==> src/rtl/rom_image_loader.sv <==
// Byte-stream to 32-bit little-endian word writer for the instruction/data memory.
// Packs bytes into lanes, writes full or flushed partial words, and stops after the last word address.
module rom_image_loader #(
  parameter int ADDR_WIDTH = 8
) (
  input  logic                  clk,
  input  logic                  rst,
  input  logic                  start,
  input  logic [ADDR_WIDTH-1:0] base_addr,
  input  logic                  byte_valid,
  input  logic [7:0]            byte_data,
  output logic                  byte_ready,
  input  logic                  flush,
  output logic                  we,
  output logic [ADDR_WIDTH-1:0] word_address,
  output logic [31:0]           wdata,
  output logic [3:0]            byte_en,
  output logic                  busy,
  output logic                  done
);

  typedef enum logic [1:0] {IDLE, RECV, WRITE, DONE} state_t;

  localparam logic [ADDR_WIDTH-1:0] LAST_ADDR = '1;

  state_t                state, state_nxt;
  logic [ADDR_WIDTH-1:0] addr, addr_nxt;
  logic [2:0]            count, count_nxt;
  logic [31:0]           pack, pack_nxt;
  logic                  final_q, final_nxt;
  logic [3:0]            be_nxt;

  always_comb begin
    state_nxt = state;
    addr_nxt  = addr;
    count_nxt = count;
    pack_nxt  = pack;
    final_nxt = final_q;
    case (state)
      IDLE: begin
        if (start) begin
          state_nxt = RECV;
          addr_nxt  = base_addr;
          count_nxt = 3'd0;
          pack_nxt  = '0;
          final_nxt = 1'b0;
        end
      end
      RECV: begin
        // byte_ready is high throughout RECV, so byte_valid alone marks acceptance
        if (byte_valid) begin
          pack_nxt[{count[1:0], 3'b000} +: 8] = byte_data;
          count_nxt = count + 3'd1;
        end
        // flush is evaluated against the count after this cycle's byte
        if (count_nxt == 3'd4) begin
          state_nxt = WRITE;
          final_nxt = flush;
        end else if (flush) begin
          final_nxt = 1'b1;
          state_nxt = (count_nxt == 3'd0) ? DONE : WRITE;
        end
      end
      WRITE: begin
        if (final_q || addr == LAST_ADDR) begin
          state_nxt = DONE;
        end else begin
          state_nxt = RECV;
          addr_nxt  = addr + 1'b1;
          count_nxt = 3'd0;
          pack_nxt  = '0;
        end
      end
      DONE: state_nxt = IDLE;
      default: state_nxt = IDLE;
    endcase
  end

  always_comb begin
    be_nxt = 4'hF;
    case (count_nxt)
      3'd1: be_nxt = 4'h1;
      3'd2: be_nxt = 4'h3;
      3'd3: be_nxt = 4'h7;
      default: be_nxt = 4'hF;
    endcase
  end

  // Outputs are registered from the next-state decode so they line up with the state they describe.
  always_ff @(posedge clk) begin
    if (rst) begin
      state        <= IDLE;
      addr         <= '0;
      count        <= 3'd0;
      pack         <= '0;
      final_q      <= 1'b0;
      byte_ready   <= 1'b0;
      we           <= 1'b0;
      word_address <= '0;
      wdata        <= '0;
      byte_en      <= '0;
      busy         <= 1'b0;
      done         <= 1'b0;
    end else begin
      state      <= state_nxt;
      addr       <= addr_nxt;
      count      <= count_nxt;
      pack       <= pack_nxt;
      final_q    <= final_nxt;
      byte_ready <= (state_nxt == RECV);
      we         <= (state_nxt == WRITE);
      busy       <= (state_nxt == RECV) || (state_nxt == WRITE);
      done       <= (state_nxt == DONE);
      if (state_nxt == WRITE) begin
        word_address <= addr_nxt;
        wdata        <= pack_nxt;
        byte_en      <= be_nxt;
      end
    end
  end

endmodule

==> config.mk <==
export PLATFORM = sky130hd
export DESIGN_NAME = rom_image_loader
export DESIGN_NICKNAME = d
export VERILOG_FILES = /design/src/rtl/rom_image_loader.sv
export SDC_FILE = /design/constraint.sdc
export NUM_CORES = 1
export LEC_CHECK = 0
export ABC_AREA = 1
export BUFFER_PORTS_ARGS = -buffer_cell sky130_fd_sc_hd__buf_2
export CAP_MARGIN = 20
export CORE_AREA = 2 2 101 84
export DETAILED_ROUTE_END_ITERATION = 12
export DIE_AREA = 0 0 103 86
export PLACE_DENSITY_LB_ADDON = 0.15
export SETUP_SLACK_MARGIN = 0.3
export SYNTH_ARGS = -nofsm -noshare
export SYNTH_HDL_FRONTEND = slang
export SYNTH_SLANG_ARGS = --single-unit
==> constraint.sdc <==
create_clock -name clk -period 3.3 [get_ports clk]
set_input_delay 0.165 -clock clk [delete_from_list [all_inputs] [get_ports clk]]
set_output_delay 0.165 -clock clk [all_outputs]
set_load 0.05 [all_outputs]
==> results summary, run 1 <==
The cell count after synthesis is 596. The count of flip-flops with a built-in enable after synthesis is 0. The remaining antenna violation count after routing is 0. The per-instance average area after synthesis came out at 7.16 µm².

The maximum clock skew at final layout came out at 0.0108 ns. In this run the horizontal extent of the chip is 103 µm. For this block, the initial DRC count from the detailed router was 288.

The count of buffers added by post-CTS timing repair for setup came out at 0. The count of pins over their slew limit was 0. The all-layer global routing usage is 25.9%. The primary flip-flop cell chosen by synthesis mapping is sky130_fd_sc_hd__dfxtp_1. Port buffering added 68 buffers. Clock tree synthesis found a total of 94 sinks. The area of the die is 8860 µm². The number of maximum-capacitance constraint violations came out at 0. Setup repair after global routing left no endpoint under its margin.

At the worst endpoint, the arrival time is 2.97 ns. By area, the combinational part of the netlist is dominated by simple AND/OR/NAND/NOR gates. At the end of the flow, the number of nets in the layout was 690. Of all nets on the critical path, the largest fanout is 33. The post-synthesis register bit count is 94. The sum of net half-perimeters after detailed placement came out at 7.86 mm.

The effective utilization at floorplan is 55.0%. The growth of design area from synthesis to finish is 14.1%. The static leakage came out at 2.21 nW.

The via count of the first global-routing pass was 3,757. Sequential elements use 44.1% of the synthesized area. The number of nets in the synthesized netlist is 627.

The critical path required time came out at 3.60 ns. In the finished design, the share of the clock period the worst path needs comes to 81.1%. In the final timing run, aggregate negative setup slack is 0 ns. The vertical die dimension came out at 86 µm. The boundary pin count is 69.

The count of different cell masters after synthesis came out at 32. Of the total synthesized cell area, the portion taken by AND, OR, NAND and NOR gates is 27.6%. The leftover overflow at the end of global routing is 0.

The final routed wire length divided by cell count is 14.5 µm. The floorplan has 29 rows. The worst-case headroom to the max-slew limit came out at 43.0%. The synthesized-area fraction occupied by adder cells came out at 2.93%. The final setup violation count came out at 0.

The antenna diode instance count is 0. The xor/xnor share of the synthesized area came out at 0.205%. The clock root buffer master is sky130_fd_sc_hd__clkbuf_8. The final critical delay including setup and external delays is 2.68 ns. The first-pass GRT wire length came out at 18.1 mm.

IR analysis of the VDD net gives a maximum drop of 0.000263 V. The global placement routability congestion came out at 0.951. For the pin with the worst max-slew slack, the measured transition is 0.854 ns. The initial antenna violation count is 0. The power per cell area came out at 486 nW/µm².

The element type at the critical path start is a flip-flop. The first TritonRoute pass finished after 5 iterations. By startpoint and endpoint, the worst setup path is classified as reg -> reg. The number of warning messages in the yosys log is 0. The compound-gate portion of the synthesized area came out at 17.4%. The clock tree from TritonCTS is built. The count of H-tree levels built during CTS is 3. In this run the standard cell core region covers 7760 µm². Using the TritonRoute via totals, the vias-per-cell ratio works out to 5.40.

The largest net degree at the start of global routing is 34. The maximum clock insertion buffer count is 2. Hold timing on the final database bottoms out at a slack of 0.101 ns. The worst setup path is captured at a flip-flop. The final count of hold timing violations came out at 0. After clock tree synthesis, the clock-pin slew on the worst setup and hold paths is 0.10 ns. The flop-to-flop setup slack is 0.62 ns. The count of hold-fix buffers inserted at cts came out at 0. The async set-reset flop share out of synthesis came out at 0%. The flow ran to the end, and the final reports show no timing, DRC or antenna violations. The maximum clock rate is 374 MHz. For this block, the routed nets add up to 11.2 mm of wire.

In the final layout, the share of cells above drive strength 1 is 16.6%. The multiplexer fraction of the synthesized cell area is 0%. For this run, design rule violations remaining after detail routing come to 0. The path class of the tightest hold or removal check is in -> reg. The number of clock buffers inserted by TritonCTS is 9.

The final route contains 4,165 vias. The mapped netlist covers 4270 µm². The clock latency on the worst-skew pair is 0.36 ns.
==> worst paths after layout <==
kind	start	cells past startpoint	endpoint
setup reg to reg	count[0]	14	wdata[31]
hold reg to reg	word_address[3]	2	word_address[3]
setup / recovery	count[0]	14	wdata[31]
hold / removal	flush	3	final_q
==> stage by stage <==
stage | total power [mW] | util, % | std cells | cell area, µm² | setup WS (ns)
after global routing | 2.47 | 62.7 | 772 | 4870 | 0.316
after global placement | 1.62 | 60.2 | 756 | 4670 | 0.731
after floorplan | 1.52 | - | 596 | 4270 | 0.574
final | 2.37 | 62.7 | 772 | 4870 | 0.624
after detailed placement | 1.62 | 60.2 | 756 | 4670 | 0.561
after CTS | 2.38 | 62.7 | 772 | 4870 | 0.543
==> registers in the layout (all words and copies together) (netlist names) <==
register      flops
pack             32
wdata            32
addr              8
word_address      8
byte_en           4
count             3
state             2
busy              1
byte_ready        1
done              1
final_q           1
we                1
==> cells in the final DEF, fill, tap and decap left out, drive strengths merged <==
cell	instances
buf	78
or2	2
nand3	41
nor3	1
nor2	34
ha	10
nand4	6
and3	1
o21ai	59
xor2	1
a41oi	2
inv	52
dfxtp	94
nand3b	2
a21oi	38
o21bai	1
o311ai	1
clkinv	4
nand2	194
o211ai	2
clkbuf	9
bufinv	1
a31oi	26
a32oi	5
==> critical path, cell delays in order, from the launching register on <==
cell                       delay [ns]
sky130_fd_sc_hd__dfxtp_1         0.34
sky130_fd_sc_hd__inv_1           0.10
sky130_fd_sc_hd__ha_1            0.39
sky130_fd_sc_hd__inv_2           0.13
sky130_fd_sc_hd__nand2_1         0.07
sky130_fd_sc_hd__o21ai_0         0.11
sky130_fd_sc_hd__nand2_1         0.12
sky130_fd_sc_hd__a21oi_1         0.16
sky130_fd_sc_hd__nand3b_1        0.13
sky130_fd_sc_hd__nand2_1         0.09
sky130_fd_sc_hd__inv_1           0.10
sky130_fd_sc_hd__ha_1            0.22
sky130_fd_sc_hd__buf_4           0.31
sky130_fd_sc_hd__o21ai_0         0.15
sky130_fd_sc_hd__a31oi_1         0.19
==> cells by family (layout without fill, tap and decap cells) <==
| kind of cell | after synthesis | count (layout) |
|---|---|---|
| buffers and inverters | 76 | 144 |
| and+or+nand+nor | 281 | 281 |
| DFF | 94 | 94 |
| AOI/OAI and AO/OA | 134 | 134 |
| xor gates and xnor gates | 1 | 1 |
| adders and majority gates | 10 | 10 |
==> cell usage after synthesis, drive strengths merged (2+ instances only) <==
cell	number	area share [%]
nand2	194	18
dfxtp	94	44
o21ai	59	6.9
inv	50	4.4
nand3	41	4.8
a21oi	38	4.5
nor2	34	3.2
a31oi	26	3.8
clkbuf	17	1.5
ha	10	2.9
buf	9	1.9
nand4	6	0.88
a32oi	5	1.0
a41oi	2	0.41
nand3b	2	0.35
o211ai	2	0.35
or2	2	0.29
==> what timing repair did <==
action                                 CTS  global route
setup endpoints to repair                0            23
endpoints found under the hold margin    0             0
resized for setup                        0             2
==> per-layer routing <==
layer  share of wire [%]  GRT usage (%)
met1                  48           38.5
met3                 7.1           5.95
met5                   0              0
met2                  43           37.7
met4                0.90           6.94
==> cell type report <==
class	instances	area, µm²
inverters	50	188
repair buffers	78	415
well taps	108	135
fillers	757	2900
clock inverters	7	71.3
flip-flops and latches	94	1880
clock buffers	9	124
multi-input cells	426	2050
==> where the power goes <==
group / internal [mW] / total, mW / switching, mW
Combinational: 0.0976 / 0.395 / 0.297
Sequential: 1.18 / 1.20 / 0.0278
Clock: 0.353 / 0.770 / 0.416
No activity file was read; power rests on OpenSTA's default activity.
==> inputs of run 2 (changes only) <==
- CORE_AREA: 2 2 101 84 -> 2 2 106 87
- DIE_AREA: 0 0 103 86 -> 0 0 108 89
- clock period: 3.3 -> 2.4 ns (I/O delays scaled with it)
==> run 2 against run 1 <==
  * Via count grew 6.4%
  * Largest power group unchanged
  * Critical path type unchanged
  * Critical endpoint is now wdata[7]
  * First-iteration DRC count grew 42%
  * Register-to-register slack lost 0.50 ns
==> results summary, run 2 (synthesis gave the netlist of run 1 again) <==
The number of violations reported at the end of detailed-routing iteration 0 was 408 (was 288). The leftover overflow at the end of global routing came out at 0 (unchanged). The area of the die came to 9610 µm² (was 8860 µm²). The total clock sinks came out at 94 (unchanged).

The maximum clock skew at final layout is 0.00858 ns (was 0.0108 ns). The fraction of final layout cells with drive strength greater than 1 was 26.4% (was 16.6%). The placed standard-cell area came out at 4780 µm² (was 4670 µm²). The via density per instance is 5.48 (was 5.40). The core outline area is 8450 µm² (was 7760 µm²).

The vertical die dimension came to 89 µm (was 86 µm). The launching point of the worst reg2reg path is count[1] (was count[0]). The largest vdd supply drop is 0.000460 V (was 0.000263 V).

The count of hold-fix buffers inserted at cts is 0 (unchanged). The number of detailed-routing iterations run before antenna repair was 5 (unchanged). The count of pins over their slew limit is 0 (unchanged). The leading cell type in the layout, fill and taps excluded is sky130_fd_sc_hd__nand2_1 (unchanged). Critical Path, Cell by Cell: inv_4 -> ha_4 -> inv_4 -> nand2_4 -> o21ai_4 -> nand2_2 -> a21oi_2 -> nand3b_1 -> nand2_2 -> inv_2 -> ha_4 -> buf_12 -> nor2_4 -> buf_12 -> buf_16 -> nand2_1 -> nand2_1 (was inv_1 -> ha_1 -> inv_2 -> nand2_1 -> o21ai_0 -> nand2_1 -> a21oi_1 -> nand3b_1 -> nand2_1 -> inv_1 -> ha_1 -> buf_4 -> o21ai_0 -> a31oi_1).

The number of maximum-capacitance constraint violations came out at 0 (unchanged). The number of buffers inserted by port buffering came out at 68 (unchanged). The initial antenna violation count is 0 (unchanged). The maximum clock rate was 439 MHz (was 374 MHz).

The capture point of the worst reg-to-reg path is wdata[7] (was wdata[31]). The start-to-end type of the worst setup path is reg -> reg (unchanged). The critical path buffer and inverter count came to 6 (was 4). The launching element of the worst setup path is count[1] (was count[0]).

The largest stage delay on the critical path came to 0.38 ns (was 0.39 ns). The depth of the worst register-to-register path came out at 17 (was 14). The capture point of the worst path is wdata[7] (was wdata[31]).

The total placed cells including tap cells came out at 764 (was 756). The kind of end point of the critical path is a flip-flop (unchanged). The largest net degree at the start of global routing is 48 (was 34). The cell area after layout came out at 5510 µm² (was 4870 µm²). The slew at the pin closest to its max-slew limit came out at 0.923 ns (was 0.854 ns). The clock latency on the worst-skew pair came to 0.37 ns (was 0.36 ns).

The cell with the largest stage delay on the worst path is sky130_fd_sc_hd__dfxtp_4 (was sky130_fd_sc_hd__ha_1). The flop-to-flop setup slack is 0.12 ns (was 0.62 ns). The number of clock buffers inserted by TritonCTS is 9 (unchanged). The arrival time at the worst endpoint came to 2.55 ns (was 2.97 ns). The overall power was 3.39 mW (was 2.37 mW). The final setup violation count is 0 (unchanged).

The final count of hold timing violations came out at 0 (unchanged). The clock tree from TritonCTS is built (unchanged). The total via count after detailed routing came out at 4,431 (was 4,165). The effective utilization at floorplan is 50.5% (was 55.0%).

The top cell family by delay on the critical path is buffers and inverters (unchanged). The clock root buffer master is sky130_fd_sc_hd__clkbuf_8 (unchanged). The final critical delay including setup and external delays came out at 2.28 ns (was 2.68 ns). The final routed wire length divided by cell count is 15.6 µm (was 14.5 µm).

The antenna diode instance count came out at 0 (unchanged). Setup repair after global routing missed its margin: yes (was no). The final worst-path cycle share came out at 94.9% (was 81.1%). The count of cells along the worst hold path came out at 3 (unchanged).

The number of standard cells in the layout, taps in and fillers out came out at 808 (was 772). The maximum clock insertion buffer count came out at 2 (unchanged). The final net count is 722 (was 690). The clock edge transition at the registers on the reported setup and hold paths is 0.09 ns (was 0.10 ns). Most used cells in the layout excluding fill and tap cells: sky130_fd_sc_hd__nand2_1 (163), sky130_fd_sc_hd__dfxtp_1 (92), sky130_fd_sc_hd__buf_2 (68) (was sky130_fd_sc_hd__nand2_1 (184), sky130_fd_sc_hd__dfxtp_1 (93), sky130_fd_sc_hd__buf_2 (68)). Registers with the highest flip-flop counts: pack: 32 flops, wdata: 32 flops (unchanged). The total negative slack is 0 ns (unchanged). The growth of design area from synthesis to finish came out at 29.1% (was 14.1%).

The remaining antenna violation count after routing is 0 (unchanged). The sum of net half-perimeters after detailed placement is 8.00 mm (was 7.86 mm). The count of H-tree levels built during CTS was 3 (unchanged). The static leakage is 2.45 nW (was 2.21 nW). Status: complete, no violations (unchanged). The width of the die came out at 108 µm (was 103 µm). The worst min-delay path class is in -> reg (unchanged). The total routed wirelength is 12.6 mm (was 11.2 mm). The all-layer global routing usage came out at 27.5% (was 25.9%).

The total DRC errors in the routed layout is 0 (unchanged). The boundary pin count is 69 (unchanged). The standard-cell row count is 30 (was 29).

The peak fanout along the critical path was 5 (was 33). The global placement routability congestion is 0.858 (was 0.951). The element type at the critical path start was a flip-flop (unchanged).

The via count of the first global-routing pass came out at 4,085 (was 3,757). The power per cell area is 615 nW/µm² (was 486 nW/µm²). The critical path required time is 2.67 ns (was 3.60 ns). The worst-case headroom to the max-slew limit is 38.4% (was 43.0%). The first-pass GRT wire length is 20.3 mm (was 18.1 mm). The number of cells on the critical path came out at 17 (was 14).
==> run 2: final cells by class <==
cell class,instances,area [µm²]
well taps,112,140
clock inverters,4,28.8
multi-input cells,426,2210
flip-flops and latches,94,1890
inverters,50,195
clock buffers,12,165
repair buffers,110,885
fillers,766,2940
==> run 2: power by group <==
| part | switching, mW | internal [mW] | total [mW] |
|---|---|---|---|
| clock | 0.561 | 0.462 | 1.02 |
| combinational | 0.471 | 0.238 | 0.709 |
| sequential | 0.0404 | 1.62 | 1.66 |
==> run 2: worst min-delay path: cells and delay by family <==
family | cells | cell delay, ns
AO/OA/AOI/OAI | 1 | 0.06
AND/OR/NAND/NOR | 1 | 0.08
buffers and inverters | 1 | 0.13
==> run 2: metrics by stage <==
step	worst slack (ns)	utilization, %	hold WS (ns)
6_report	0.122	65.2	0.0662
5_1_grt	0.0211	65.2	0.0731
4_1_cts	0.200	63.9	0.0499
3_5_place_dp	-0.0320	56.6	0.435
3_3_place_gp	0.118	56.6	0.425
2_1_floorplan	0.307	-	0.280
==> run 2: what timing repair did <==
item	CTS	global route
setup endpoints to repair	44	47
buffers inserted	17	4
resized for setup	42	22
gates cloned	6	1
pin swaps	6	8
==> run 2: worst min path at each step <==
stage	startpoint	end	slack [ns]
after floorplan	rst	byte_en[1]	0.28
after global placement	word_address[6]	word_address[6]	0.42
after detailed placement	wdata[7]	wdata[7]	0.43
after CTS	flush	final_q	0.05
after global routing	flush	final_q	0.07
final	flush	final_q	0.07
==> run 2: routing by layer <==
| layer | part of all wire (%) | global-route usage [%] | up-vias |
|---|---|---|---|
| met5 | 0 | 0 | - |
| met4 | 1.2 | 6.88 | 0 |
| met3 | 8.3 | 7.58 | 15 |
| met2 | 43 | 41.5 | 173 |
| met1 | 47 | 39.1 | 2066 |
| li1 | - | - | 2177 |
==> inputs of run 3 (changes only) <==
- CORE_AREA: 2 2 106 87 -> 2 2 101 84
- DIE_AREA: 0 0 108 89 -> 0 0 103 86
- clock period: 2.4 -> 2.2 ns (I/O delays scaled with it)
==> run 3 against run 2 <==
  * Worst setup slack got worse by 0.24 ns
  * Register-to-register slack got worse by 0.24 ns
  * Largest cell class unchanged
  * The flow now finishes with violations (setup timing)
  * Sequential share of layout area decreased by 1.1 points
  * Wire length is 8.0% higher
  * Critical endpoint is now wdata[30]
  * Non-clock buffer count up 5
==> results summary, run 3 (synthesis gave the netlist of run 1 again) <==
The remaining antenna violation count after routing is 0 (unchanged). Status: complete, but fails checks (was complete, no violations). The clock root buffer master is sky130_fd_sc_hd__clkbuf_8 (unchanged). The global placement routability congestion is 0.903 (was 0.858).

Setup repair after global routing missed its margin: yes (unchanged). The growth of design area from synthesis to finish is 33.4% (was 29.1%). The power per cell area came to 687 nW/µm² (was 615 nW/µm²). The final count of hold timing violations came out at 0 (unchanged).

The final net count came out at 727 (was 722). The boundary pin count came out at 69 (unchanged). The slew at the pin closest to its max-slew limit came out at 1.33 ns (was 0.923 ns). The maximum clock rate was 431 MHz (was 439 MHz). The total DRC errors in the routed layout is 0 (unchanged). The final worst-path cycle share came out at 106% (was 94.9%). The start-to-end type of the worst setup path was reg -> reg (unchanged). The standard-cell row count is 29 (was 30). The via count of the first global-routing pass is 4,048 (was 4,085). Most used cells in the layout excluding fill and tap cells: sky130_fd_sc_hd__nand2_1 (177), sky130_fd_sc_hd__dfxtp_1 (91), sky130_fd_sc_hd__buf_2 (68) (was sky130_fd_sc_hd__nand2_1 (163), sky130_fd_sc_hd__dfxtp_1 (92), sky130_fd_sc_hd__buf_2 (68)).

The final reports fail on setup timing. The launching point of the worst reg2reg path is count[0] (was count[1]). The critical path required time is 2.48 ns (was 2.67 ns).

The kind of end point of the critical path was a flip-flop (unchanged). The number of maximum-capacitance constraint violations came out at 0 (unchanged). Registers with the highest flip-flop counts: pack: 32 flops, wdata: 32 flops (unchanged). The core outline area came out at 7760 µm² (was 8450 µm²). The effective utilization at floorplan came to 55.0% (was 50.5%). The peak fanout along the critical path is 6 (was 5). The final critical delay including setup and external delays is 2.32 ns (was 2.28 ns). The maximum clock skew at final layout is 0.00965 ns (was 0.00858 ns).

The count of hold-fix buffers inserted at cts was 0 (unchanged). The overall power came out at 3.91 mW (was 3.39 mW). The number of buffers inserted by port buffering came out at 68 (unchanged).

The total via count after detailed routing is 4,655 (was 4,431). The arrival time at the worst endpoint is 2.61 ns (was 2.55 ns). The sum of net half-perimeters after detailed placement is 8.06 mm (was 8.00 mm). The first-pass GRT wire length is 19.4 mm (was 20.3 mm).

The number of violations reported at the end of detailed-routing iteration 0 came out at 515 (was 408). The clock latency on the worst-skew pair is 0.37 ns (about the same). The via density per instance was 5.75 (was 5.48). The static leakage came out at 2.48 nW (was 2.45 nW).

The fraction of final layout cells with drive strength greater than 1 is 28.2% (was 26.4%). The worst min-delay path class is in -> reg (unchanged). The clock edge transition at the registers on the reported setup and hold paths came out at 0.10 ns (was 0.09 ns). The flop-to-flop setup slack is -0.12 ns (was 0.12 ns). The total clock sinks was 94 (unchanged). The final setup violation count is 29 (was 0). The number of detailed-routing iterations run before antenna repair came out at 5 (unchanged). The vertical die dimension came out at 86 µm (was 89 µm). The depth of the worst register-to-register path is 15 (was 17). The final core utilization came out at 73.3% (was 65.2%). The clock tree from TritonCTS is built (unchanged). The leading cell type in the layout, fill and taps excluded was sky130_fd_sc_hd__nand2_1 (unchanged). The leftover overflow at the end of global routing is 0 (unchanged).

The count of cells along the worst hold path is 3 (unchanged). The maximum clock insertion buffer count is 2 (unchanged). The number of fillers in the final layout is 609 (was 766). The count of pins over their slew limit was 0 (unchanged). The worst-case headroom to the max-slew limit came out at 10.9% (was 38.4%).

The initial antenna violation count came to 0 (unchanged). The launching element of the worst setup path was count[0] (was count[1]). The total routed wirelength is 13.6 mm (was 12.6 mm). The largest vdd supply drop came out at 0.000586 V (was 0.000460 V). The number of clock buffers inserted by TritonCTS is 9 (unchanged). The element type at the critical path start is a flip-flop (unchanged). The area of the die came out at 8860 µm² (was 9610 µm²).

The all-layer global routing usage is 27.9% (was 27.5%). The count of H-tree levels built during CTS came out at 3 (unchanged). The largest net degree at the start of global routing is 48 (unchanged). The least setup slack across all paths after layout came out at -0.121 ns (was 0.122 ns). The final routed wire length divided by cell count was 16.9 µm (was 15.6 µm). The beginning of the worst hold path was flush (unchanged). The width of the die came out at 103 µm (was 108 µm). The antenna diode instance count was 0 (unchanged).
## run 3: cell count changes in the layout (fill, tap and decap cells not counted), sizes merged
cell      before  now
buf          110  111
clkinv         0    1
bufinv         0    1
clkinvlp       3    2
clkbuf        12   16
inv           51   50
## run 3: per-stage QoR
stage	worst slack (ns)	TNS, ns	instance area (µm²)	hold WS, ns	std cells
2_1_floorplan	0.116	0	4360	0.273	596
3_3_place_gp	0.0562	0	4870	0.425	769
3_5_place_dp	-0.0446	-0.223	4870	0.431	769
4_1_cts	0.100	0	5210	0.0412	793
5_1_grt	-0.237	-4.16	5690	0.0474	809
6_report	-0.121	-0.672	5690	0.0528	809
## run 3: worst max-delay path, stage by stage (launching register included)
cell and delay, ns:
sky130_fd_sc_hd__dfxtp_4 0.38, sky130_fd_sc_hd__inv_4 0.04, sky130_fd_sc_hd__ha_4 0.22, sky130_fd_sc_hd__inv_4 0.06, sky130_fd_sc_hd__nand2_4 0.04, sky130_fd_sc_hd__o21ai_2 0.06
sky130_fd_sc_hd__nand2_1 0.09, sky130_fd_sc_hd__a21oi_2 0.16, sky130_fd_sc_hd__nand3b_1 0.16, sky130_fd_sc_hd__nand2_2 0.07, sky130_fd_sc_hd__inv_2 0.09, sky130_fd_sc_hd__ha_4 0.19
sky130_fd_sc_hd__buf_6 0.14, sky130_fd_sc_hd__clkbuf_16 0.17, sky130_fd_sc_hd__o21ai_2 0.08, sky130_fd_sc_hd__a31oi_1 0.26
## run 3: area by class of cell
type                       count  area [µm²]  share of cell area, %
clock buffer                  12         165                   2.90
timing repair buffer         115         887                   15.6
inverter                      50         198                   3.47
clock inverter                 4        53.8                  0.945
multi-input combinational    426        2360                   41.5
tap                          108         135                   2.37
sequential                    94        1890                   33.2
## run 3: path summary, 6_finish.rpt
kind / end
worst max register to register: wdata[30]
worst min register to register: word_address[5]
worst max-delay path: wdata[30]
worst min-delay path: final_q
## run 3: timing repair
| action | 4_1_cts | 5_1_grt |
|---|---|---|
| gates resized for setup | 15 | 76 |
| endpoints found under the setup margin | 49 | 74 |
| gates cloned | 1 | 6 |
| buffers inserted | 7 | 10 |
| pin swaps | 5 | 25 |
## run 3: power breakdown
group | switching [mW] | internal, mW | leakage, nW | total [mW]
logic | 0.546 | 0.286 | 1.61 | 0.832
registers | 0.0515 | 1.76 | 0.763 | 1.81
clock network | 0.642 | 0.621 | 0.105 | 1.26
total | 1.24 | 2.67 | 2.48 | 3.91
## run 3: metal layers
metal  share of wire, %  global-route usage [%]  vias to the layer above
li1                   -                       -                     2185
met1                 44                    38.8                     2160
met2                 45                    43.6                      267
met3                9.8                    5.38                       43
met4                1.9                    8.85                        0
met5                  0                       0                        -
